**src/rtl/ofdm_tx_pkg.sv**
```systemverilog
// Shared types, frame-layout constants and 802.11a training ROM tables (x64, rounded) for the TX frame assembler.
package ofdm_tx_pkg;

  typedef enum logic [2:0] {
    ST_IDLE,
    ST_STS,
    ST_LTS_GI,
    ST_LTS,
    ST_DATA,
    ST_DONE
  } tx_state_e;

  typedef enum logic {
    ROM_STS,
    ROM_LTS
  } rom_sel_e;

  localparam int STS_LEN      = 16;
  localparam int LTS_LEN      = 64;
  localparam int GI2_LEN      = 32;
  localparam int PREAMBLE_LEN = 320;
  localparam int ROM_W        = 8;

  localparam logic signed [ROM_W-1:0] STS_RE [STS_LEN] = '{
    3, -8, -1, 9, 6, 9, -1, -8, 3, 0, -5, -1, 0, -1, -5, 0};
  localparam logic signed [ROM_W-1:0] STS_IM [STS_LEN] = '{
    3, 0, -5, -1, 0, -1, -5, 0, 3, -8, -1, 9, 6, 9, -1, -8};

  localparam logic signed [ROM_W-1:0] LTS_RE [LTS_LEN] = '{
    10, 0, 3, 6, 1, 4, -7, -2, 6, 3, 0, -9, 2, 4, -1, 8,
    4, 2, -4, -8, 5, 4, -4, -4, -2, -8, -8, 5, 0, -6, 6, 1,
    -10, 1, 6, -6, 0, 5, -8, -8, -2, -4, -4, 4, 5, -8, -4, 2,
    4, 8, -1, 4, 2, -9, 0, 3, 6, -2, -7, 4, 1, 6, 3, 0};
  localparam logic signed [ROM_W-1:0] LTS_IM [LTS_LEN] = '{
    0, -8, -7, 5, 2, -6, -4, -7, -2, 0, -7, -3, -4, -1, 10, 0,
    -4, 6, 2, 4, 6, 1, 5, -1, -10, -1, -1, -5, 3, 7, 7, 6,
    0, -6, -7, -7, -3, 5, 1, 1, 10, 1, -5, -1, -6, -4, -2, -6,
    4, 0, -10, 1, 4, 3, 7, 0, 2, 7, 4, 6, -2, -5, 7, 8};

endpackage

```
**src/rtl/ofdm_training_rom.sv**
```systemverilog
// Combinational short/long training sequence lookup, sign-extended to the datapath width.
module ofdm_training_rom
  import ofdm_tx_pkg::*;
#(
  parameter int DW = 8
) (
  input  rom_sel_e             sel_i,
  input  logic [5:0]           addr_i,
  output logic signed [DW-1:0] re_o,
  output logic signed [DW-1:0] im_o
);

  always_comb begin
    if (sel_i == ROM_STS) begin
      re_o = DW'(STS_RE[addr_i[3:0]]);
      im_o = DW'(STS_IM[addr_i[3:0]]);
    end else begin
      re_o = DW'(LTS_RE[addr_i]);
      im_o = DW'(LTS_IM[addr_i]);
    end
  end

endmodule

```
**src/rtl/ofdm_preamble_inserter.sv**
```systemverilog
// TX frame assembler: gapless STS/GI2/LTS preamble from ROM, then NumSymbols handshaked data symbols.
// Build option TX_PREAMBLE_WINDOW_EN halves the first STS, first GI2 and first data sample.
module ofdm_preamble_inserter
  import ofdm_tx_pkg::*;
#(
  parameter int STS_REPS = 10,
  parameter int SYM_LEN  = 80,
  parameter int DW       = 8
) (
  input  logic                 Clk,
  input  logic                 Rst,
  input  logic                 TxStart,
  input  logic [7:0]           NumSymbols,
  input  logic                 DataInEnable,
  input  logic signed [DW-1:0] DataInRe,
  input  logic signed [DW-1:0] DataInIm,
  output logic                 DataInReady,
  output logic                 DataOutEnable,
  output logic signed [DW-1:0] DataOutRe,
  output logic signed [DW-1:0] DataOutIm,
  output logic [6:0]           Data_out_index,
  output logic [7:0]           DataSymbol,
  output logic                 FrameBusy,
  output logic                 FrameDone
);

  localparam int STS_TOTAL = STS_REPS * STS_LEN;
`ifdef TX_PREAMBLE_WINDOW_EN
  localparam bit WINDOW_EN = 1'b1;
`else
  localparam bit WINDOW_EN = 1'b0;
`endif

  tx_state_e             state_q, state_d;
  logic [7:0]            cnt_q, cnt_d;
  logic [7:0]            num_q, num_d;
  logic [7:0]            sym_q, sym_d;
  logic                  vld_q, vld_d;
  logic signed [DW-1:0]  re_q, re_d, im_q, im_d;
  logic [6:0]            idx_q, idx_d;
  logic                  xfer, win;
  rom_sel_e              rom_sel;
  logic [5:0]            rom_addr;
  logic signed [DW-1:0]  rom_re, rom_im;

  function automatic logic signed [DW-1:0] window_half(input logic signed [DW-1:0] x,
                                                        input logic en);
    return en ? (x >>> 1) : x;
  endfunction

  // Ready stays low once the last symbol has been taken so DATA can drain into DONE.
  assign DataInReady = (state_q == ST_DATA) && (sym_q != num_q);
  assign xfer        = DataInReady && DataInEnable;

  // state_q/cnt_q name the sample currently on the output; _d names the next one.
  always_comb begin
    state_d = state_q;
    cnt_d   = cnt_q;
    num_d   = num_q;
    sym_d   = sym_q;
    unique case (state_q)
      ST_IDLE: if (TxStart) begin
        state_d = ST_STS;
        cnt_d   = '0;
        num_d   = NumSymbols;
        sym_d   = '0;
      end
      ST_STS: if (cnt_q == 8'(STS_TOTAL - 1)) begin
        state_d = ST_LTS_GI;
        cnt_d   = '0;
      end else cnt_d = cnt_q + 8'd1;
      ST_LTS_GI: if (cnt_q == 8'(GI2_LEN - 1)) begin
        state_d = ST_LTS;
        cnt_d   = '0;
      end else cnt_d = cnt_q + 8'd1;
      ST_LTS: if (cnt_q == 8'(2 * LTS_LEN - 1)) begin
        state_d = (num_q == 8'd0) ? ST_DONE : ST_DATA;
        cnt_d   = '0;
      end else cnt_d = cnt_q + 8'd1;
      ST_DATA: if (xfer) begin
        if (cnt_q == 8'(SYM_LEN - 1)) begin
          cnt_d = '0;
          sym_d = sym_q + 8'd1;
        end else cnt_d = cnt_q + 8'd1;
      end else if (sym_q == num_q) begin
        state_d = ST_DONE;
      end
      ST_DONE: state_d = ST_IDLE;
      default: state_d = ST_IDLE;
    endcase
  end

  always_comb begin
    rom_sel  = ROM_STS;
    rom_addr = {2'b00, cnt_d[3:0]};
    if (state_d == ST_LTS_GI) begin
      rom_sel  = ROM_LTS;
      rom_addr = 6'(LTS_LEN - GI2_LEN) + cnt_d[5:0];
    end else if (state_d == ST_LTS) begin
      rom_sel  = ROM_LTS;
      rom_addr = cnt_d[5:0];
    end
  end

  ofdm_training_rom #(.DW(DW)) u_rom (
    .sel_i  (rom_sel),
    .addr_i (rom_addr),
    .re_o   (rom_re),
    .im_o   (rom_im)
  );

  always_comb begin
    vld_d = 1'b0;
    re_d  = re_q;
    im_d  = im_q;
    idx_d = idx_q;
    win   = 1'b0;
    if (state_d inside {ST_STS, ST_LTS_GI, ST_LTS}) begin
      vld_d = 1'b1;
      win   = WINDOW_EN && (state_d != ST_LTS) && (cnt_d == 8'd0);
      re_d  = window_half(rom_re, win);
      im_d  = window_half(rom_im, win);
      idx_d = {1'b0, rom_addr};
    end else if (xfer) begin
      vld_d = 1'b1;
      win   = WINDOW_EN && (sym_q == 8'd0) && (cnt_q == 8'd0);
      re_d  = window_half(DataInRe, win);
      im_d  = window_half(DataInIm, win);
      idx_d = cnt_q[6:0];
    end
  end

  // Output register stage
  always_ff @(posedge Clk) begin
    if (Rst) begin
      state_q <= ST_IDLE;
      cnt_q   <= '0;
      num_q   <= '0;
      sym_q   <= '0;
      vld_q   <= 1'b0;
      re_q    <= '0;
      im_q    <= '0;
      idx_q   <= '0;
    end else begin
      state_q <= state_d;
      cnt_q   <= cnt_d;
      num_q   <= num_d;
      sym_q   <= sym_d;
      vld_q   <= vld_d;
      re_q    <= re_d;
      im_q    <= im_d;
      idx_q   <= idx_d;
    end
  end

  assign DataOutEnable  = vld_q;
  assign DataOutRe      = re_q;
  assign DataOutIm      = im_q;
  assign Data_out_index = idx_q;
  assign DataSymbol     = sym_q;
  assign FrameBusy      = (state_q != ST_IDLE);
  assign FrameDone      = (state_q == ST_DONE);

endmodule
```
**config.mk**
```make
export PLATFORM = sky130hd
export DESIGN_NAME = ofdm_preamble_inserter
export DESIGN_NICKNAME = d
export VERILOG_FILES = /design/src/rtl/ofdm_tx_pkg.sv /design/src/rtl/ofdm_training_rom.sv /design/src/rtl/ofdm_preamble_inserter.sv
export SDC_FILE = /design/constraint.sdc
export NUM_CORES = 1
export LEC_CHECK = 0
export ABC_AREA = 1
export BUFFER_PORTS_ARGS = -buffer_cell sky130_fd_sc_hd__buf_2
export CORE_UTILIZATION = 58
export DETAILED_ROUTE_END_ITERATION = 10
export GPL_TIMING_DRIVEN = 0
export PLACE_DENSITY = 0.81
export SLEW_MARGIN = 20
export SYNTH_ARGS = -nofsm -noshare
export SYNTH_HDL_FRONTEND = slang
export SYNTH_SLANG_ARGS = --single-unit
```
**constraint.sdc**
```tcl
create_clock -name Clk -period 3.4 [get_ports Clk]
set_input_delay 0.34 -clock Clk [delete_from_list [all_inputs] [get_ports Clk]]
set_output_delay 0.34 -clock Clk [all_outputs]
set_load 0.02 [all_outputs]
```
Word level (Yosys, flattened, before mapping)
Memories as Yosys holds them, arrays and structs flattened.
Index checks and enable logic that the tools add are counted.
W data, S select, Z words.
{"block": "op_classes", "addsub": 3, "n_lt_le_gt_ge": 2, "eq_ne": 17, "muxes": 41, "n_bitwise": 2, "reduce_logical": 13}
{"operator": "$mux W8", "n": 23}
{"operator": "$pmux W8 S5", "n": 1}
{"operator": "$mux W6", "n": 4}
{"operator": "$mux W3", "n": 6}
{"operator": "$add A8 B1 Y8 const B", "n": 2}
{"operator": "$eq A8 B7 Y1 const B", "n": 2}
{"operator": "$pmux W8 S2", "n": 1}
{"operator": "$pmux W3 S5", "n": 1}
{"operator": "$eq A3 B2 Y1 const B", "n": 4}
{"operator": "$eq A8 B5 Y1 const B", "n": 1}
{"operator": "$eq A8 B8 Y1", "n": 1}
{"operator": "$eq A8 B8 Y1 const B", "n": 1}
{"operator": "$logic_not A8 Y1", "n": 1}
{"operator": "$ne A8 B8 Y1", "n": 1}
{"operator": "$ge A7 B7 Y1 const B", "n": 1}
{"operator": "$not A6 Y7", "n": 1}
{"operator": "$add A6 B6 Y6 const A", "n": 1}
{"operator": "$eq A3 B1 Y1 const B", "n": 2}
{"operator": "$eq A3 B3 Y1 const B", "n": 2}
{"operator": "$reduce_bool A3 Y1", "n": 2}
{"operator": "$ge A5 B5 Y1 const B", "n": 1}
{"operator": "$mux W1", "n": 5}
{"operator": "$not A4 Y5", "n": 1}
{"operator": "$reduce_bool A5 Y1", "n": 1}
{"operator": "9 further kinds", "n": 12}
{"block": "totals", "register_bits": 51, "rom_bits": 1280, "output_inout_bits": 35, "wordCells": 92, "memories": 4}
{"name": "(no name shown)", "depth": 64, "word_bits": 8, "rd": 1, "rd_clocked_by_memory_dff": 0, "wr": 0, "line_no": "ofdm_training_rom.sv:19", "rtl": "im_o = DW'(LTS_IM[addr_i]);"}
{"name": "(no name shown)", "depth": 64, "word_bits": 8, "rd": 1, "rd_clocked_by_memory_dff": 0, "wr": 0, "line_no": "ofdm_training_rom.sv:18", "rtl": "re_o = DW'(LTS_RE[addr_i]);"}
{"name": "(no name shown)", "depth": 16, "word_bits": 8, "rd": 1, "rd_clocked_by_memory_dff": 0, "wr": 0, "line_no": "ofdm_training_rom.sv:16", "rtl": "im_o = DW'(STS_IM[addr_i[3:0]]);"}
{"name": "(no name shown)", "depth": 16, "word_bits": 8, "rd": 1, "rd_clocked_by_memory_dff": 0, "wr": 0, "line_no": "ofdm_training_rom.sv:15", "rtl": "re_o = DW'(STS_RE[addr_i[3:0]]);"}

Logic depth before layout (Yosys ltp)
{"block": "depth", "word_depth": 14, "ltp_mapped": 24, "ltp_nobuf": 24}

By module
Synthesis repeated with hierarchy kept, for this count alone.
{"block": "hier_totals", "cells_unflattened": 702, "area_unflattened_um2": 4147.7}
{"mod": "ofdm_preamble_inserter", "instances": 1, "cells_per_inst": 425, "area_per_inst_um2": 2871.5, "seq_area_each_um2": 1021.0}
{"mod": "ofdm_training_rom", "instances": 1, "cells_per_inst": 277, "area_per_inst_um2": 1276.2, "seq_area_each_um2": 0.0}

Worst setup path before layout
OpenSTA, ideal clock, no wires.
{"block": "synth_timing", "path_type": "register -> register", "startpoint": "register sym_q[3] (netlist: DataSymbol[3])", "endpoint": "register re_q[4] (netlist: DataOutRe[4])", "setup_time_ns": 0.122, "arrival_ns": 2.588, "required_ns": 3.278, "slack_ns": 0.690, "stages_incl_launch_ff": 21, "period_less_slack_ns": 2.710, "cell_sequence": "dfxtp_1 inv_1 nand2_1 nand2_1 nor2_1 nand2_1 nor2_1 o21bai_2 nand2_2 nand2_1 nand2_2 inv_1 ha_1 nand2_2 nand3_1 nand3_1 nand2_1 nand2_1 nand3_2 nand2_4 a21oi_2"}
{"item": "from (decl)", "line_no": "ofdm_preamble_inserter.sv:37", "rtl": "logic [7:0] sym_q, sym_d;"}
{"item": "from (signal assigned)", "line_no": "ofdm_preamble_inserter.sv:148", "rtl": "sym_q <= sym_d;"}
{"item": "$ne A8 B8 Y1 *", "line_no": "ofdm_preamble_inserter.sv:52", "rtl": "assign DataInReady = (state_q == ST_DATA) && (sym_q != num_q);"}
{"item": "$logic_and A1 B1 Y1 *", "line_no": "ofdm_preamble_inserter.sv:52"}
{"item": "$logic_and A1 B1 Y1 *", "line_no": "ofdm_preamble_inserter.sv:53", "rtl": "assign xfer = DataInReady && DataInEnable;"}
{"item": "$mux W8 *", "line_no": "ofdm_preamble_inserter.sv:80", "rtl": "ST_DATA: if (xfer) begin"}
{"item": "$pmux W8 S5 *", "line_no": "ofdm_preamble_inserter.sv:61", "rtl": "unique case (state_q)"}
{"item": "via cnt_d[0]", "line_no": "ofdm_preamble_inserter.sv:35", "rtl": "logic [7:0] cnt_q, cnt_d;"}
{"item": "$add A6 B6 Y6 / $mux W6 (equally long branches)", "line_no": "ofdm_preamble_inserter.sv:98, ofdm_preamble_inserter.sv:99"}
{"item": "$mux W6 *", "line_no": "ofdm_preamble_inserter.sv:96", "rtl": "if (state_d == ST_LTS_GI) begin"}
{"item": "$not A6 Y7 (implied by the code) / $not A4 Y5 (equally long branches)", "line_no": "ofdm_training_rom.sv:18, ofdm_training_rom.sv:15"}
{"item": "$mem_v2 Z64 W8 / $mem_v2 Z16 W8 (equally long branches)"}
{"item": "$mux W8, on equally long branches (2 in a row)", "line_no": "ofdm_training_rom.sv:18, ofdm_training_rom.sv:15"}
{"item": "$mux W8 *", "line_no": "ofdm_training_rom.sv:14", "rtl": "if (sel_i == ROM_STS) begin"}
{"item": "$mux W8 *", "line_no": "ofdm_preamble_inserter.sv:118", "rtl": "if (state_d inside {ST_STS, ST_LTS_GI, ST_LTS}) begin"}
{"item": "to (signal assigned)", "line_no": "ofdm_preamble_inserter.sv:150", "rtl": "re_q <= re_d;"}
{"item": "to (decl)", "line_no": "ofdm_preamble_inserter.sv:39", "rtl": "logic signed [DW-1:0] re_q, re_d, im_q, im_d;"}
The timed path passes the listed nets; every way through them passes the cells marked *. The select of a mux whose other input is x is not followed.
A chain may end at the register's enable or synchronous reset.

Final worst setup path
{"block": "layout_timing", "startpoint": "register cnt_q[0]", "endpoint": "register im_q[5] (netlist: DataOutIm[5])"}
{"block": "layout_via", "elab_chain_cells": 12}
{"item": "from (decl)", "line_no": "ofdm_preamble_inserter.sv:35"}
{"item": "from (signal assigned)", "line_no": "ofdm_preamble_inserter.sv:146", "rtl": "cnt_q <= cnt_d;"}
{"item": "$add A8 B1 Y8 / $eq A8 B7 Y1 (equally long branches)"}
{"item": "$mux W8", "line_no": "ofdm_preamble_inserter.sv:81", "rtl": "if (cnt_q == 8'(SYM_LEN - 1)) begin"}
{"item": "$mux W8", "line_no": "ofdm_preamble_inserter.sv:80"}
{"item": "$pmux W8 S5 *", "line_no": "ofdm_preamble_inserter.sv:61"}
{"item": "via cnt_d[1]", "line_no": "ofdm_preamble_inserter.sv:35"}
{"item": "$add A6 B6 Y6 / $mux W6 (equally long branches)", "line_no": "ofdm_preamble_inserter.sv:98, ofdm_preamble_inserter.sv:99"}
{"item": "$mux W6 *", "line_no": "ofdm_preamble_inserter.sv:96"}
{"item": "$not A6 Y7 (implied by the code) / $not A4 Y5 (equally long branches)", "line_no": "ofdm_training_rom.sv:19, ofdm_training_rom.sv:16"}
{"item": "$mem_v2 Z64 W8 / $mem_v2 Z16 W8 (equally long branches)"}
{"item": "$mux W8, on equally long branches (2 in a row)", "line_no": "ofdm_training_rom.sv:19, ofdm_training_rom.sv:16"}
{"item": "$mux W8 *", "line_no": "ofdm_training_rom.sv:14"}
{"item": "$mux W8 *", "line_no": "ofdm_preamble_inserter.sv:118"}
{"item": "to (signal assigned)", "line_no": "ofdm_preamble_inserter.sv:151", "rtl": "im_q <= im_d;"}
{"item": "to (decl)", "line_no": "ofdm_preamble_inserter.sv:39"}
Marks and branches as above.

==> out/metrics.yaml <==
outcome: "complete, but fails checks"
violations: "DRC"
synth_cell_type_count: 45
path_class: "reg -> reg"
netlist_instances: 649
p_leak_uw: 0.00229
holdCritPathClass: "in -> reg"
root_buffer: "clkbuf_8"
ctsHtreeMaxLevel: 2
required_ns: 3.61
synth.avg_cell_area_sq_um: 6.15
finalHoldViolations: 0
drive_above_1_share_pct: 19.5
synth_top_area_share_pct: 25.6
finalInstanceArea_sq_um: 4550
port_buffers: 61
routed_wl_um: 12900
end_kind: "register"
slew_headroom_pct: 30.6
drt_iter0_markers: 428
holdBufCountCts: 0
drc: 4
fmax_mhz: 316
area_delta_synth_final_pct: 14.0
antenna_cells: 0
synth_edf_count: 0
tritoncts: "done"
hpwl_um: 10000
num_vias: 4663
crit_path_start_kind: "register"
critPathMaxFanout: 9
dieArea_sq_um: 7220
power_density_nw_per_um2: 337
path_clk_slew_ns: 0.11
cts.path.max_buffers: 2
startpoint: "cnt_q[0]"
die_w_um: 85.0
finalClockSkew_ns: 0.0181
wire_per_inst_um: 16.3
grt_pass1_vias: 4298
cts_sinks: 51
hold_start: "NumSymbols[3]"
yosys_warnings: 0
finalCritPeriodShare_pct: 93.1
placed_cell_area_sq_um: 4400
fin_nets: 754
tightest_slew_ns: 1.04
ant_nets: 0
timing.setup.tns_ns: 0
setup_ws_ns: 0.234
yosys.area.top_type: "dfxtp_1"
antenna_found_initial: 0
cp_data_arrival_time_ns: 3.37
netlist_area_sq_um: 3990
pre_cts_ws_ns: 0.0651
ys.flop_type: "dfxtp_1"
grt_max_degree: 17
grt_overflow: 0
numCtsBuffers: 5
drt_pre_antenna_iters: 8
place.gp.congestion: 1.03
ioPinCount: 63
die_y_um: 85.0
initial_core_util_pct: 61.5
track_usage_pct: 36.1
fillCellCount: 598
rr_startpoint: "cnt_q[0]"
period_needed_ns: 3.17
rows: 29
async_flop_share_pct: 0
max-cap-violations: 0
ir_worst_vdd_mv: 0.224
slew_violations: 0
yosysMostFrequentCell: "nand2_1"
seq_area_frac_synth_pct: 25.6
vias_per_cell: 5.86
synthTopCellsByCount: "nand2_1 (193), inv_1 (70), nand3_1 (59)"
final-setup-viol-count: 0
yosys_register_bits: 51
grt_pass1_wl_um: 20800
insertion_delay_ns: 0.31
syn-num-nets: 685
synth_area_leaders: "dfxtp_1 (26%), nand2_1 (18%), nand3_1 (7.4%), o21ai_0 (7.1%), inv_1 (6.6%)"
core_region_area_sq_um: 6490
[timing repair]
item / 4_1_cts / 5_1_grt
setup buffers: 0 / 1
gates resized for setup: 0 / 7
endpoints found under the setup margin: 0 / 15
endpoints found under the hold margin: 0 / 0
[state kept, by name, summed over array words and instances, names as in the netlist]
register and cells:
DataOutEnable 1, DataOutIm 8, DataOutRe 8, DataSymbol 8, Data_out_index 7, cnt_q 8
num_q 8, state_q 3
[through the flow]
stage / utilization (%) / total power (uW) / hold slack [ns] / instances
6_report: 70.1 / 1530 / 0.313 / 796
2_1_floorplan: - / 954 / 0.457 / 649
3_5_place_dp: 67.7 / 1070 / 0.449 / 787
5_1_grt: 70.1 / 1610 / 0.336 / 796
4_1_cts: 69.5 / 1520 / 0.318 / 795
3_3_place_gp: 67.7 / 1060 / 0.439 / 787
[cell type report]
type                       instances  area (sq um)  area share [%]
tap                               77          96.3            2.12
clock buffer                       6          82.6            1.81
sequential                        51          1020            22.4
inverter                          80           317            6.95
timing repair buffer              62           313            6.87
clock inverter                     2          38.8           0.852
buffer                            21           123            2.69
multi-input combinational        497          2560            56.3
[layer usage]
layer,share of wire (%),up-vias,global-route usage [%]
li1,-,2259,-
met1,42,2116,46.6
met2,47,255,61.3
met3,8.1,33,4.77
met4,2.9,0,13.6
met5,0,-,0
[worst paths after layout]
path / endpoint / slack (ns) / cells past startpoint
worst min-delay path: num_q[3] / 0.31 / 3
worst max-delay path: DataOutIm[5] / 0.23 / 20
worst min register to register: Data_out_index[3] / 0.47 / 2
worst max register to register: DataOutIm[5] / 0.23 / 20
[kinds of logic (layout without fill, tap and decap cells)]
logic type	after synthesis	after routing	synth area share (%)
AOI/OAI and AO/OA	125	125	18.3
xor gates and xnor gates	2	2	0.439
adders and majority gates	8	8	2.51
buffers and inverters	101	171	10.8
DFF	51	51	25.6
and+or+nand+nor	362	362	42.3
[critical path: stages (launching register included)]
cell and delay [ns]:
dfxtp_1 0.41, ha_1 0.23, nand2_2 0.11, nor2_4 0.17
nand4_1 0.17, nand2_1 0.13, nand2_1 0.07, nor2_2 0.09
nand2_2 0.10, nand2_1 0.13, nand2_4 0.13, inv_4 0.14
ha_1 0.31, nand3_1 0.17, nand2_1 0.07, a21oi_1 0.18
nand2_1 0.08, nand2_1 0.09, nand3_2 0.11, nand2_4 0.12
a21oi_2 0.06
[where the power goes]
part / internal [uW] / switching [uW] / total (uW) / leakage, uW
clock: 242 / 210 / 452 / 0.0000618
sequential: 635 / 23.7 / 659 / 0.000418
combinational: 138 / 284 / 421 / 0.00181
[layout by cell type, fill, tap and decap left out, types with 5 or more instances in the layout]
cell type  instances
a21oi_1           34
a21oi_2            9
buf_2             65
buf_4              5
clkbuf_1          10
clkbuf_8           6
dfxtp_1           51
ha_1               8
inv_1             69
inv_2              6
nand2_1          193
nand2_2           11
nand2_4            9
nand3_1           57
nand3_2            6
nand4_1           13
nor2_1            49
nor3_1             8
o211ai_1           9
o21ai_0           57
(Power assumes the default switching activity.)
